===== src/rtl/wallace_csa_pipe.sv =====
// wallace_csa_pipe: pipelined 3:2 CSA tree that reduces ROWS partial products
// to a redundant sum/carry pair. A pipeline register sits after every
// LEVELS_PER_REG CSA levels, and one global advance enable gives full backpressure.
// Optional macro WALLACE_FINAL_ADD_EN adds a registered carry-propagate
// stage that drives res_out. Without it, res_out is tied to 0.
module wallace_csa_pipe #(
  parameter int unsigned WIDTH          = 64,
  parameter int unsigned ROWS           = 16,
  parameter int unsigned LEVELS_PER_REG = 2
) (
  input  logic                   clk,
  input  logic                   rst,
  input  logic                   flush,
  input  logic                   in_valid,
  output logic                   in_ready,
  input  logic [ROWS*WIDTH-1:0]  pp_in,
  output logic                   out_valid,
  input  logic                   out_ready,
  output logic [WIDTH-1:0]       sum_out,
  output logic [WIDTH-1:0]       carry_out,
  output logic [WIDTH-1:0]       res_out
);

  // Row count after one 3:2 level: each full triple becomes two rows, leftovers pass.
  function automatic int unsigned next_rows(input int unsigned n);
    return (n / 3) * 2 + (n % 3);
  endfunction

  function automatic int unsigned rows_at(input int unsigned lvl);
    int unsigned n;
    n = ROWS;
    for (int unsigned i = 0; i < lvl; i++) n = next_rows(n);
    return n;
  endfunction

  function automatic int unsigned num_levels();
    int unsigned n;
    int unsigned l;
    n = ROWS;
    l = 0;
    while (n > 2 && l < 64) begin
      n = next_rows(n);
      l++;
    end
    return (l == 0) ? 1 : l;
  endfunction

  localparam int unsigned LPR  = (LEVELS_PER_REG == 0) ? 1 : LEVELS_PER_REG;
  localparam int unsigned NLVL = num_levels();
  localparam int unsigned NSTG = (NLVL + LPR - 1) / LPR;
`ifdef WALLACE_FINAL_ADD_EN
  localparam int unsigned NVLD = NSTG + 1;
`else
  localparam int unsigned NVLD = NSTG;
`endif

  typedef logic [ROWS-1:0][WIDTH-1:0] rows_t;

  // Reject illegal configurations at elaboration.
  if (ROWS < 3 || ROWS > 32 || LEVELS_PER_REG < 1) begin : g_param_check
    $error("wallace_csa_pipe: ROWS must be 3..32 and LEVELS_PER_REG >= 1");
  end

  logic [NVLD-1:0] r_valid;
  logic            w_adv;

  assign out_valid = r_valid[NVLD-1];
  assign w_adv     = !out_valid || out_ready;
  assign in_ready  = w_adv && !flush && !rst;

  // Valid bits shift as a unit on advance. Bubbles are kept, and flush/reset clear them all.
  always_ff @(posedge clk) begin
    if (rst) begin
      r_valid <= '0;
    end else if (flush) begin
      r_valid <= '0;
    end else if (w_adv) begin
      r_valid <= NVLD'({r_valid, in_valid});
    end
  end

  // CSA levels. A level starts a new pipeline stage every LPR levels.
  for (genvar l = 0; l < NLVL; l++) begin : g_lvl
    localparam int unsigned N   = rows_at(l);
    localparam int unsigned STG = l / LPR;
    rows_t w_in;
    rows_t w_out;

    if (l % LPR == 0) begin : g_src
      if (l == 0) begin : g_first
        assign w_in = pp_in;
      end else begin : g_reg
        assign w_in = g_stg[STG-1].r_data;
      end
    end else begin : g_chain
      assign w_in = g_lvl[l-1].w_out;
    end

    // Full adders across each triple, with the carry shifted up and bit WIDTH dropped.
    always_comb begin
      w_out = '0;
      for (int unsigned g = 0; g < N / 3; g++) begin
        w_out[2*g]   = w_in[3*g] ^ w_in[3*g+1] ^ w_in[3*g+2];
        w_out[2*g+1] = ((w_in[3*g] & w_in[3*g+1]) |
                        (w_in[3*g] & w_in[3*g+2]) |
                        (w_in[3*g+1] & w_in[3*g+2])) << 1;
      end
      for (int unsigned k = 0; k < N % 3; k++) begin
        w_out[2*(N/3)+k] = w_in[3*(N/3)+k];
      end
    end

    if (N < ROWS) begin : g_pad
      logic w_unused_rows;
      assign w_unused_rows = ^w_in[ROWS-1:N];
    end
  end

  // Pipeline data registers. They hold on stall and on flush, and clear on reset.
  for (genvar s = 0; s < NSTG; s++) begin : g_stg
    localparam int unsigned LAST = ((s + 1) * LPR < NLVL) ? (s + 1) * LPR - 1 : NLVL - 1;
    rows_t r_data;

    // Capture the output of this stage's last CSA level on advance.
    always_ff @(posedge clk) begin
      if (rst) begin
        r_data <= '0;
      end else if (w_adv && !flush) begin
        r_data <= g_lvl[LAST].w_out;
      end
    end
  end

  logic w_unused_tail;
  assign w_unused_tail = ^g_stg[NSTG-1].r_data[ROWS-1:2];

`ifdef WALLACE_FINAL_ADD_EN
  logic [WIDTH-1:0] r_fa_sum;
  logic [WIDTH-1:0] r_fa_carry;
  logic [WIDTH-1:0] r_fa_res;

  // Final carry-propagate stage, with sum/carry copies aligned to it.
  always_ff @(posedge clk) begin
    if (rst) begin
      r_fa_sum   <= '0;
      r_fa_carry <= '0;
      r_fa_res   <= '0;
    end else if (w_adv && !flush) begin
      r_fa_sum   <= g_stg[NSTG-1].r_data[0];
      r_fa_carry <= g_stg[NSTG-1].r_data[1];
      r_fa_res   <= g_stg[NSTG-1].r_data[0] + g_stg[NSTG-1].r_data[1];
    end
  end

  assign sum_out   = r_fa_sum;
  assign carry_out = r_fa_carry;
  assign res_out   = r_fa_res;
`else
  assign sum_out   = g_stg[NSTG-1].r_data[0];
  assign carry_out = g_stg[NSTG-1].r_data[1];
  assign res_out   = '0;
`endif

endmodule

===== config.mk =====
export PLATFORM = sky130hd
export DESIGN_NAME = wallace_csa_pipe
export DESIGN_NICKNAME = d
export VERILOG_FILES = /design/src/rtl/wallace_csa_pipe.sv
export SDC_FILE = /design/constraint.sdc
export NUM_CORES = 2
export LEC_CHECK = 0
export ABC_AREA = 1
export CAP_MARGIN = 25
export CORE_AREA = 2 2 482 484
export CTS_CLUSTER_DIAMETER = 150
export DETAILED_ROUTE_END_ITERATION = 10
export DIE_AREA = 0 0 484 486
export PLACE_DENSITY = 0.48
export SLEW_MARGIN = 20
export SYNTH_ARGS = -nofsm -noshare
export SYNTH_HDL_FRONTEND = slang
export SYNTH_SLANG_ARGS = --single-unit
export TNS_END_PERCENT = 20

===== constraint.sdc =====
create_clock -name clk -period 3.9 [get_ports clk]
set_input_delay 0.78 -clock clk [delete_from_list [all_inputs] [get_ports clk]]
set_output_delay 0.78 -clock clk [all_outputs]
set_load 0.01 [all_outputs]

== After elaboration in Yosys (flattened, before gate mapping) ==
Cells that the tools add are included.

* Register bits after elaboration: 892
* Word-level logic and storage cells: 120
* Output and inout port bits: 194
* Input port bits: 1,029

* Bitwise gates (word level): 98
* Reduce and logical (&&, ||, !) cells: 7

{| class="wikitable"
|+ Operators with widths
! cell !! number
|-
| 63-bit bitwise AND || 42
|-
| 64-bit bitwise XOR || 28
|-
| 63-bit OR || 28
|-
| 1-bit zero test || 3
|-
| 1-bit logical AND || 2
|-
| 2-bit OR reduction || 1
|-
| 1-bit logical OR || 1
|}

== Logic depth before layout (Yosys ltp) ==
* Depth after elaboration: 6
* Mapped depth: 10
* Depth with buffers taken out: 10

== Least setup slack after synthesis ==
Ideal clock, no wire load.

* Kind: in2out
* From: in rst
* To: out in_ready
* Required time: 3.120 ns
* Stages on the path: 4
* Arrival time: 1.521 ns
* Path slack: 1.599 ns
* Buffers on the path: 2
* Cell sequence: buf_2 > buf_2 > or2_2 > nor2_1

* Word-level cells in the longest chain between the ends: 2

{| class="wikitable"
|+ RTL lines
! element !! line !! text
|-
| from (decl) || 12 || <nowiki>input logic rst,</nowiki>
|-
| 1-bit zero test || 69 || <nowiki>assign in_ready = w_adv && !flush && !rst;</nowiki>
|-
| 1-bit logical AND || 69 ||
|-
| to (decl) || 15 || <nowiki>output logic in_ready,</nowiki>
|}

No other way between the ends.

== Final worst setup path ==
* From: in flush
* To: out in_ready

* Word-level cells in the longest chain between the ends: 3

{| class="wikitable"
|+ RTL lines
! element !! line !! text
|-
| from (decl) || 13 || <nowiki>input logic flush,</nowiki>
|-
| 1-bit zero test || 69 ||
|-
| 1-bit logical AND (2 in series) || 69 ||
|}

No other way between the ends.

==> flow_results.org <==
** Power and ir drop
- Power per unit of standard cell area :: 410 mW/mm²
- For this design the static power due to leakage is 32.7 nW.
- The worst-case IR drop observed on VDD is 0.336 mV.

** Floorplanning
- Die Footprint :: 0.235 mm²
- The die is 484 µm wide.
- Pin placement for this block handled 1223 I/O pins.
- In this run the vertical extent of the chip is 486 µm.
- Row generation in the floorplan step produced 176 rows.
- Floorplan core area :: 0.229 mm²
- Starting density of the core :: 0.244

** Critical path
- STA puts the critical path data required time at 3120 ps.
- Reg2Reg Depth :: 8
- Crit end category :: output port
- Of all nets on the critical path, the largest fanout is 4.
- The setup path with the least slack is of type in -> out.
- Type of origin of the critical path :: input port
- Worst path arrival time :: 2250 ps

** Yosys
- Compound-cell area share of the yosys netlist :: 0.122
- Of the total synthesized cell area, the portion taken by XOR and XNOR cells is 0.00125.
- After technology mapping, the gate count stands at 6167.
- After synthesis the netlist holds a flip-flop and latch count of 889.
- Dominant synthesized flop cell :: dfxtp_1
- The cell area that synthesis handed to floorplanning was 0.0561 mm².
- After synthesis, the share of cell area in mux cells is 0.
- Of the total synthesized cell area, the portion taken by AND, OR, NAND and NOR gates is 0.0963.
- Area share of fa/ha/maj cells after synthesis :: 0.312
- Sequential cell area fraction in the yosys report :: 0.317
- Averaged over all synthesized cells, the footprint is 9.09 µm².
- Number of warnings printed during yosys synthesis :: 0
- Share of flip-flops with an asynchronous set or reset after synthesis :: 0
- Yosys mapped the design onto 23 distinct sky130hd cell types.
- Main combinational cell family by area after synthesis :: adder cells
- In this run, synthesis inferred 0 flip-flops with an integrated enable.

** Min path
- Counting instances, the worst hold path has a depth of 2.
- Min-delay worst type :: in -> reg

** Placed design
- HPWL Detailed :: 161000 µm
- Count of port buffers added during placement :: 1156
- The congestion estimate from routability-driven global placement came to 0.933.
- Worst slack at placement :: 787 ps

** CTS
- The number of gates resized after CTS was 0.
- Setup Buffers After CTS :: 0
- The clock tree synthesis step divided the H-tree into 3 levels.
- Root Buffer :: clkbuf_16
- Total CTS buffers :: 108
- Clock buffer depth :: 3
- Clk_lat worst skew :: 740 ps
- CTS clk-pin slew, worst paths :: 60 ps
- Total of hold buffers inserted after clock tree synthesis :: 0
- Number of clock sinks :: 889
- TritonCTS clock tree :: done

** Route
- The pre-antenna-repair detailed-routing pass consisted of 5 iterations.
- In the routed layout, each cell is associated on average with a via count of 3.96.
- Residual DRC :: 0
- In this run, the number of DRC markers left after iteration 0 of detailed routing was 1588.
- Routed WL per cell :: 18.9 µm
- Via total after detailed routing :: 40900
- The detail route stage leaves a number of antenna-violating nets equal to 0.
- The routed design has 195000 µm of wire.

** STA
- Setup skew after layout :: 22.5 ps
- At the pin with the least slew margin, the transition time is 1080 ps.
- Setup TNS :: 0 ps
- For this run, the top clock speed supported by timing is 330 MHz.
- In the finished design, the share of the clock period the worst path needs comes to 0.777.
- The routed design could run at a clock period as short as 3030 ps.
- Headroom to the max-slew limit came out at 0.278.
- Setup repair after global routing missed its margin :: false
- Max-slew violation total from the final report :: 0
- Once routing completed, OpenROAD measured the worst setup slack at 870 ps.
- The final hold violation count is 0.
- Setup violations, final :: 0

** Outcome
- The flow ran to the end, and the final reports show no timing, DRC or antenna violations.

** GRT
- Maximum number of pins on one net before global-route repair :: 178
- Global-route wire length before repair :: 290000 µm
- Number of global-route vias before repair :: 44400
- Global route total overflow :: 0
- The number of antenna violations at the first check in global routing was 40.
- In the global route stage, overall resource usage came out at 0.165.

** Layout
- Compared with the post-synthesis result, the final layout area differs by 32.0%.
- Leaving out fill and tap cells, the most frequent cells in the layout are inv_1 (1715), clkdlybuf4s50_1 (1155), nand2_1 (960), dfxtp_1 (889), fa_1 (870).
- Share of cells above drive strength 1 :: 0.0678
- The final layout contains 9105 nets.
- Leading cell type in the layout, fill and taps excluded :: inv_1

** Flow run
- Maximum capacitance violations :: 0
## registers in the layout, summed over array words and instances, names as in the netlist
register / cells
r_valid: 3
sum_out: 64
g_lvl.w_in: 760
carry_out: 62
## cell type report
type | instances | area, µm²
fill | 24100 | 155000
timing repair buffer | 1217 | 12300
antenna | 10 | 25.0
inverter | 1716 | 6450
tap | 3026 | 3790
multi-input combinational | 3266 | 30100
clock buffer | 162 | 3170
sequential | 889 | 17800
clock inverter | 35 | 369
## path summary, 6_finish.rpt
path                            start                              end  slack, ps
max                             flush                         in_ready        870
min                               rst  g_lvl[2].w_in[284]$_SDFFE_PP0P_        460
max reg2reg   r_valid[2]$_SDFFE_PP0N_  g_lvl[2].w_in[383]$_SDFFE_PP0P_       1700
min reg2reg  sum_out[30]$_SDFFE_PP0P_         sum_out[30]$_SDFFE_PP0P_        460
## report_power, final
part           switching (mW)  total (mW)  internal, mW
clock network            4.21        10.2          5.94
registers               0.659        10.9          10.2
logic                    5.09        9.33          4.23
total                    9.97        30.3          20.4
## metrics by stage
stage          utilization  power [mW]  instances  cell area (µm²)  hold slack (ps)
6_report             0.322        30.3      10300            74000              456
3_3_place_gp         0.307        20.6      10100            70400              449
3_5_place_dp         0.307        20.6      10100            70400              454
4_1_cts              0.322        31.1      10300            74000              382
5_1_grt              0.322        32.6      10300            74000              421
2_1_floorplan            -        16.3       6232            56300              434
## metal layers
layer | global-route usage | vias up | share of wire
met4 | 0.0422 | 36 | 0.023
met2 | 0.278 | 934 | 0.48
met3 | 0.0432 | 207 | 0.061
met1 | 0.209 | 19700 | 0.44
li1 | - | 20100 | -
met5 | 0 | - | 0.0012
## cell usage after synthesis (9+ instances only)
cell / n / area (µm²)
a211oi_1: 178 / 1340
clkbuf_1: 64 / 240
fa_1: 870 / 17400
a21oi_1: 448 / 2240
dfxtp_1: 889 / 17800
nor2_1: 445 / 1670
buf_4: 88 / 661
a211oi_2: 262 / 3280
buf_2: 193 / 966
nand2_1: 960 / 3600
inv_1: 1715 / 6440
buf_1: 9 / 33.8
nand3_1: 15 / 75.1
## logic make-up after synthesis
logic type                 count (synthesis)
AOI/OAI and AO/OA                        888
DFF                                      889
xor gates and xnor gates                   8
and+or+nand+nor                         1426
buffers and inverters                   2077
adders and majority gates                878
other                                      1
## worst max-delay path, cell delays in order
cell and delay, ps:
clkdlybuf4s50_1 470, or2_2 360, nor2_1 100, clkdlybuf4s50_1 540
(Power assumes the default switching activity.)
